### config.mk
export PLATFORM = sky130hd
export DESIGN_NAME = multi_pulse_timestamper_flat
export DESIGN_NICKNAME = d
export VERILOG_FILES = /design/src/rtl/multi_pulse_timestamper_if.sv /design/src/rtl/multi_pulse_timestamper.sv /design/src/flat_wrapper.sv
export SDC_FILE = /design/constraint.sdc
export NUM_CORES = 1
export LEC_CHECK = 0
export CORE_MARGIN = 5
export CORE_UTILIZATION = 25
export DETAILED_ROUTE_END_ITERATION = 7
export PLACE_DENSITY = 0.49
export SYNTH_ARGS = -nofsm -noshare
export SYNTH_HDL_FRONTEND = slang
export SYNTH_SLANG_ARGS = --single-unit
### constraint.sdc
create_clock -name sample_clk -period 8 [get_ports sample_clk]
set_input_delay 0.8 -clock sample_clk [delete_from_list [all_inputs] [get_ports sample_clk]]
set_output_delay 0.8 -clock sample_clk [all_outputs]
set_load 0.1 [all_outputs]
### src/rtl/multi_pulse_timestamper_if.sv
// AXI-Stream style channel carrying {channel id, stamp} beats from the
// timestamper to the DMA path.
interface multi_pulse_timestamper_if #(
  parameter int unsigned DATA_W = 32
);
  logic [DATA_W-1:0] tdata;
  logic              tvalid;
  logic              tready;

  modport master (output tdata, output tvalid, input tready);
  modport slave  (input tdata, input tvalid, output tready);
endinterface

### src/rtl/multi_pulse_timestamper.sv
// Multi-channel pulse timestamper: synchronise, edge-detect and stamp each line,
// merge stamps round-robin into a FWFT FIFO that drives an AXI-Stream master.
module multi_pulse_timestamper #(
  parameter int unsigned NUM_CH     = 8,
  parameter int unsigned ID_W       = 3,
  parameter int unsigned TS_W       = 29,
  parameter int unsigned FIFO_DEPTH = 16,
  parameter int unsigned DEADTIME   = 0
) (
  input  logic                          sample_clk,
  input  logic                          resetn,
  input  logic [NUM_CH-1:0]             pulse_i,
  input  logic [NUM_CH-1:0]             ch_enable,
  multi_pulse_timestamper_if.master     m_axis,
  output logic [15:0]                   drop_cnt,
  output logic [$clog2(FIFO_DEPTH):0]   fifo_level
);

  localparam int unsigned AW  = $clog2(FIFO_DEPTH);
  localparam int unsigned DW  = ID_W + TS_W;
  localparam int unsigned PW  = (NUM_CH > 1) ? $clog2(NUM_CH) : 1;
  localparam int unsigned DTW = (DEADTIME > 0) ? $clog2(DEADTIME + 1) : 1;

  typedef enum logic [1:0] {ST_WARM0, ST_WARM1, ST_RUN} warm_state_t;

  warm_state_t       r_state, w_state_nxt;
  logic              w_armed;

  logic [TS_W-1:0]   r_ts_ctr, r_ts_d1;
  logic [NUM_CH-1:0] r_sync1, r_sync2, r_prev;
  logic [NUM_CH-1:0] w_rise, w_dead, w_accept, w_drop;

  logic [NUM_CH-1:0] r_pv;
  logic [TS_W-1:0]   r_ps [NUM_CH];

  logic [PW-1:0]     r_rr;
  logic              w_grant_vld;
  logic [PW-1:0]     w_grant_idx;
  logic [NUM_CH-1:0] w_grant_oh;

  logic [DW-1:0]     r_mem [FIFO_DEPTH];
  logic [AW-1:0]     r_wr, r_rd;
  logic [AW:0]       r_level;
  logic              w_full, w_push, w_pop, w_tvalid;

  logic [15:0]       r_drop_cnt;
  logic [4:0]        w_ndrop;
  logic [16:0]       w_drop_sum;

  // The previous-value register is held at 1 until the synchroniser has
  // filled, so a line already high at reset release never looks like an edge.
  always_ff @(posedge sample_clk) begin
    if (!resetn) r_state <= ST_WARM0;
    else         r_state <= w_state_nxt;
  end

  always_comb begin
    w_state_nxt = r_state;
    w_armed     = 1'b0;
    unique case (r_state)
      ST_WARM0: w_state_nxt = ST_WARM1;
      ST_WARM1: w_state_nxt = ST_RUN;
      ST_RUN:   w_armed     = 1'b1;
      default:  w_state_nxt = ST_WARM0;
    endcase
  end

  // r_ts_d1 lags one cycle so the stamp loaded two edges after first sampling
  // equals the counter value produced by that sampling edge.
  always_ff @(posedge sample_clk) begin
    if (!resetn) begin
      r_ts_ctr <= '0;
      r_ts_d1  <= '0;
      r_sync1  <= '0;
      r_sync2  <= '0;
      r_prev   <= '1;
    end else begin
      r_ts_ctr <= r_ts_ctr + TS_W'(1);
      r_ts_d1  <= r_ts_ctr;
      r_sync1  <= pulse_i;
      r_sync2  <= r_sync1;
      r_prev   <= w_armed ? r_sync2 : '1;
    end
  end

  assign w_rise = r_sync2 & ~r_prev;

  generate
    if (DEADTIME > 0) begin : g_dead
      logic [DTW-1:0] r_dt [NUM_CH];

      always_ff @(posedge sample_clk) begin
        if (!resetn) begin
          for (int unsigned c = 0; c < NUM_CH; c++) r_dt[c] <= '0;
        end else begin
          for (int unsigned c = 0; c < NUM_CH; c++) begin
            if (w_accept[c])        r_dt[c] <= DTW'(DEADTIME);
            else if (r_dt[c] != '0) r_dt[c] <= r_dt[c] - 1'b1;
          end
        end
      end

      always_comb begin
        w_dead = '0;
        for (int unsigned c = 0; c < NUM_CH; c++) w_dead[c] = (r_dt[c] != '0);
      end
    end else begin : g_nodead
      assign w_dead = '0;
    end
  endgenerate

  assign w_accept = w_rise & ch_enable & ~w_dead;
  // A slot being granted this cycle counts as free, so the load wins.
  assign w_drop   = w_accept & r_pv & ~w_grant_oh;

  always_ff @(posedge sample_clk) begin
    if (!resetn) begin
      r_pv <= '0;
      for (int unsigned c = 0; c < NUM_CH; c++) r_ps[c] <= '0;
    end else begin
      for (int unsigned c = 0; c < NUM_CH; c++) begin
        if (w_accept[c] && !w_drop[c]) begin
          r_pv[c] <= 1'b1;
          r_ps[c] <= r_ts_d1;
        end else if (w_grant_oh[c]) begin
          r_pv[c] <= 1'b0;
        end
      end
    end
  end

  always_comb begin : arb
    logic [PW:0] v_idx;
    v_idx       = '0;
    w_grant_vld = 1'b0;
    w_grant_idx = '0;
    w_grant_oh  = '0;
    if (!w_full) begin
      for (int unsigned i = 0; i < NUM_CH; i++) begin
        v_idx = {1'b0, r_rr} + (PW+1)'(i);
        if (v_idx >= (PW+1)'(NUM_CH)) v_idx = v_idx - (PW+1)'(NUM_CH);
        if (!w_grant_vld && r_pv[v_idx[PW-1:0]]) begin
          w_grant_vld = 1'b1;
          w_grant_idx = v_idx[PW-1:0];
        end
      end
    end
    if (w_grant_vld) w_grant_oh[w_grant_idx] = 1'b1;
  end

  always_ff @(posedge sample_clk) begin
    if (!resetn)          r_rr <= '0;
    else if (w_grant_vld) r_rr <= (w_grant_idx == PW'(NUM_CH - 1)) ? '0 : w_grant_idx + 1'b1;
  end

  assign w_full   = (r_level == (AW+1)'(FIFO_DEPTH));
  assign w_tvalid = (r_level != '0);
  assign w_push   = w_grant_vld;
  assign w_pop    = w_tvalid & m_axis.tready;

  always_ff @(posedge sample_clk) begin
    if (resetn && w_push) r_mem[r_wr] <= {ID_W'(w_grant_idx), r_ps[w_grant_idx]};
  end

  always_ff @(posedge sample_clk) begin
    if (!resetn) begin
      r_wr    <= '0;
      r_rd    <= '0;
      r_level <= '0;
    end else begin
      if (w_push) r_wr <= r_wr + 1'b1;
      if (w_pop)  r_rd <= r_rd + 1'b1;
      unique case ({w_push, w_pop})
        2'b10:   r_level <= r_level + 1'b1;
        2'b01:   r_level <= r_level - 1'b1;
        default: r_level <= r_level;
      endcase
    end
  end

  always_comb begin
    w_ndrop = '0;
    for (int unsigned c = 0; c < NUM_CH; c++) w_ndrop = w_ndrop + 5'(w_drop[c]);
    w_drop_sum = {1'b0, r_drop_cnt} + 17'(w_ndrop);
  end

  always_ff @(posedge sample_clk) begin
    if (!resetn)            r_drop_cnt <= '0;
    else if (w_drop_sum[16]) r_drop_cnt <= '1;
    else                    r_drop_cnt <= w_drop_sum[15:0];
  end

  assign m_axis.tvalid = w_tvalid;
  assign m_axis.tdata  = w_tvalid ? r_mem[r_rd] : '0;
  assign drop_cnt      = r_drop_cnt;
  assign fifo_level    = r_level;

endmodule

### src/flat_wrapper.sv
// flat-port wrapper written by rule: the top's interface ports become plain ports
module multi_pulse_timestamper_flat 
#(
  parameter int unsigned NUM_CH     = 8,
  parameter int unsigned ID_W       = 3,
  parameter int unsigned TS_W       = 29,
  parameter int unsigned FIFO_DEPTH = 16,
  parameter int unsigned DEADTIME   = 0
)
  (sample_clk, resetn, pulse_i, ch_enable, drop_cnt, fifo_level, m_axis_tdata, m_axis_tvalid, m_axis_tready);
  multi_pulse_timestamper_if #(.DATA_W(32)) m_axis_i ();
  input  logic sample_clk;
  input  logic resetn;
  input  logic [NUM_CH-1:0] pulse_i;
  input  logic [NUM_CH-1:0] ch_enable;
  output logic [15:0] drop_cnt;
  output logic [$clog2(FIFO_DEPTH):0] fifo_level;
  output wire logic [$bits(m_axis_i.tdata)-1:0] m_axis_tdata;
  output wire logic [$bits(m_axis_i.tvalid)-1:0] m_axis_tvalid;
  input wire logic [$bits(m_axis_i.tready)-1:0] m_axis_tready;
  assign m_axis_tdata = m_axis_i.tdata;
  assign m_axis_tvalid = m_axis_i.tvalid;
  assign m_axis_i.tready = m_axis_tready;
  multi_pulse_timestamper #(.NUM_CH(NUM_CH), .ID_W(ID_W), .TS_W(TS_W), .FIFO_DEPTH(FIFO_DEPTH), .DEADTIME(DEADTIME)) u_core (.sample_clk(sample_clk), .resetn(resetn), .pulse_i(pulse_i), .ch_enable(ch_enable), .m_axis(m_axis_i), .drop_cnt(drop_cnt), .fifo_level(fifo_level));
endmodule
==> results of run 1 <==
[per-layer routing]
metal	up-vias	share of wire
li1	8071	-
met5	-	0.00022
met3	121	0.044
met1	9699	0.42
met4	2	0.019
met2	491	0.52
[cells by family after synthesis]
logic type               count (synthesis)  share of synthesized area
flip-flops                             872                     0.7050
AND/OR/NAND/NOR                        499                    0.07091
multiplexers                           269                     0.1611
buffers and inverters                  180                    0.02242
AO/OA/AOI/OAI                           94                    0.01764
XOR/XNOR                                49                    0.01215
adder cells (fa/ha/maj)                 27                    0.01084
[layout by cell type (no fill, tap or decap), types with 12 or more instances in the layout]
master,count
a21oi_1,34
and2_1,81
buf_4,55
bufinv_16,16
clkbuf_1,24
clkbuf_16,99
clkdlybuf4s50_1,71
clkinv_1,17
dfxtp_1,124
edfxtp_1,744
ha_1,20
inv_1,62
mux2_2,36
mux4_1,33
mux4_2,193
nand2_1,76
nand3_1,21
nand4_1,12
nor2_1,85
nor2_4,16
nor3_1,152
xnor2_1,25
xor2_1,24
[power groups by stage]
stage | sequential (W) | clock, W | combinational (W)
2_1_floorplan | 0.00517 | 0 | 0.000996
3_3_place_gp | 0.00519 | 0 | 0.00133
3_5_place_dp | 0.00519 | 0 | 0.00134
4_1_cts | 0.00510 | 0.00475 | 0.00135
5_1_grt | 0.00511 | 0.00494 | 0.00139
6_report | 0.00509 | 0.00462 | 0.00130
[final cells by class]
class | count | area [um2]
Fill cell | 13850 | 99220
Sequential cell | 872 | 24910
Multi-Input combinational cell | 938 | 9843
Clock buffer | 129 | 2650
Tap cell | 1890 | 2365
Timing Repair Buffer | 127 | 1144
Clock inverter | 49 | 683.2
Inverter | 65 | 244.0
Antenna cell | 3 | 7.507
[cells in the mapped netlist, types with 33 or more instances]
cell | number | area [um2]
mux4_2 | 193 | 4347
nand2_1 | 76 | 285.3
a21oi_1 | 34 | 170.2
nor2_1 | 102 | 382.9
and2_1 | 81 | 506.7
dfxtp_1 | 128 | 2562
inv_1 | 63 | 236.5
clkbuf_1 | 73 | 274.0
mux4_1 | 33 | 867.1
edfxtp_1 | 744 | 22340
nor3_1 | 152 | 760.7
mux2_2 | 36 | 405.4
[registers in the layout, indices dropped and copies added, names as in the netlist, named ones only]
signal	count
u_core.r_sync1	8
u_core.r_rd	4
u_core.r_mem	512
u_core.r_sync2	8
u_core.r_wr	4
u_core.r_ts_d1	29
u_core.r_ts_ctr	29
u_core.r_prev	8
u_core.r_rr	3
u_core.drop_cnt	16
u_core.r_pv	8
u_core.r_ps	232
u_core.r_state	2
u_core.fifo_level	5
[worst paths after layout]
check	start	endpoint	slack, ns	depth (start not counted)
setup / recovery	u_core.r_rr[1]	u_core.drop_cnt[0]	0.32	26
hold / removal	u_core.r_sync1[5]	u_core.r_sync2[5]	0.43	1
setup reg to reg	u_core.r_rr[1]	u_core.drop_cnt[0]	0.32	26
hold reg to reg	u_core.r_sync1[5]	u_core.r_sync2[5]	0.43	1
[per-stage QoR]
step	util	instances	setup slack [ns]
floorplan	-	1990	0.1303
global placement	0.2729	3891	0.3439
detailed placement	0.2729	3891	0.08589
CTS	0.2965	4069	0.05343
global route	0.2966	4070	0.03971
finish	0.2967	4073	0.3241
[timing repair]
action	4_1_cts	5_1_grt
setup buffers	0	1
setup endpoints to repair	0	14
resized for setup	0	2
==> metrics.md, run 1 <==
| Metric | Value |
|---|---|
| Critical path endpoint category | flop |
| Yosys warnings | 0 |
| CP required | 8.58 ns |
| Total congestion overflow | 0 |
| Clk buf depth | 3 |
| WHS | 0.4303 ns |
| Vias in the first global route | 19850 |
| Setup TNS | 0 ns |
| Final GP Congestion | 0.7626 |
| Root Buffer | clkbuf_16 |
| Minimum clock period | 7.676 ns |
| Top_reg_cell synth | edfxtp_1 |
| Count of distinct cell types in the synthesized netlist | 61 |
| Clk_skew | 0.02130 ns |
| Hold Violations, Final | 0 |
| Met2 Track Usage GR | 0.2115 |
| PnR Total Power | 0.01102 W |
| Hold-fix buffers, CTS | 0 |
| Final Slew Violations | 0 |
| EDFF count, synth | 744 |
| Delay-heaviest family, CP | adder cells |
| Synth Register Bits | 872 |
| Critical path's slowest cell | mux4_1 |
| HPWL after DPL | 46840 um |
| Tot GR Track Use | 0.1167 |
| Status | completed |
| Syn Inst Count | 1990 |
| Startpoint types | flop |
| Initial drt markers | 1358 |
| LEAKAGE | 13.40 nW |
| Vias per cell | 4.514 |
| Cell repeated most along the worst path | fa_1 |
| Synth Area per Inst | 17.75 um2 |
| P_sw | 0.002674 W |
| Asr flop ratio synth | 0 |
| Crit path kind | flop to flop |
| Routed WL | 87080 um |
| Fmax | 0.1303 GHz |
| Worst-path maximum fanout | 13 |
| Sw Share | 0.2427 |
| Met1 usage | 0.1444 |
| Clk slew on worst S/H paths | 0.06 ns |
| Layout cells sized above 1 | 0.2165 |
| H-tree levels | 3 |
| PwrDens | 263.3 nW/um2 |
| Setup violators final | 0 |
| Sequential share of the synthesized area | 0.7050 |
| Core area | 141100 um2 |
| Initial antenna violation count | 2 |
| WP data arrival | 8.25 ns |
| Worst skew pair latency | 0.65 ns |
| WP buf/inv | 4 |
| Max Cap Viol | 0 |
| Die H | 385.9 um |
| Largest net degree at the start of global routing | 76 |
| Port Buffer Count | 72 |
| # IOs | 73 |
| Clock Sinks | 872 |
| Drt pass-1 iters | 5 |
| First-pass GRT wire length | 130300 um |
| Post-Syn Area | 35330 um2 |
| Die width | 385.9 um |
| Grt met3 use | 0.01831 |
| Die area | 148900 um2 |
| Drc violations | 0 |
| Syn-to-layout area delta | 18.47% |
| Syn_nets | 2036 |
| DR WL/cell | 21.38 um |
| Slew margin rel. | 0.2657 |
| Vias | 18380 |
| GR peak layer | met2 |
| Worst-Margin Slew | 1.101 ns |
| Worst path max stage delay | 0.67 ns |
| Post-route ant nets | 0 |
| CTS tree | done |
| RSZ-0062 raised after global routing | no |
| TritonCTS Buffers | 96 |
| Cell Rows | 138 |
| Fin area | 41850 um2 |
| Placed cell area | 38500 um2 |
| Clock Power Share | 0.420 |
| Tcrit/Tclk final | 0.9595 |
| Sequential power share | 0.462 |
| Hold Path Class | flop to flop |
| Peak supply drop | 0.0001312 V |
| Int Pwr | 0.008346 W |
| Initial Util | 0.2504 |
| Comb pwr share | 0.118 |
| Final net count | 2146 |
(Power assumes the default switching activity.)
==> run 2: changes to the inputs <==
--- a/config.mk
+++ b/config.mk
@@ -5,6 +5,7 @@
 export SDC_FILE = /design/constraint.sdc
 export NUM_CORES = 1
 export LEC_CHECK = 0
+export CAP_MARGIN = 20
 export CORE_MARGIN = 5
 export CORE_UTILIZATION = 25
 export DETAILED_ROUTE_END_ITERATION = 7
==> results of run 2 <==
Final layout, timing and power as in run 1 (identical DEF).
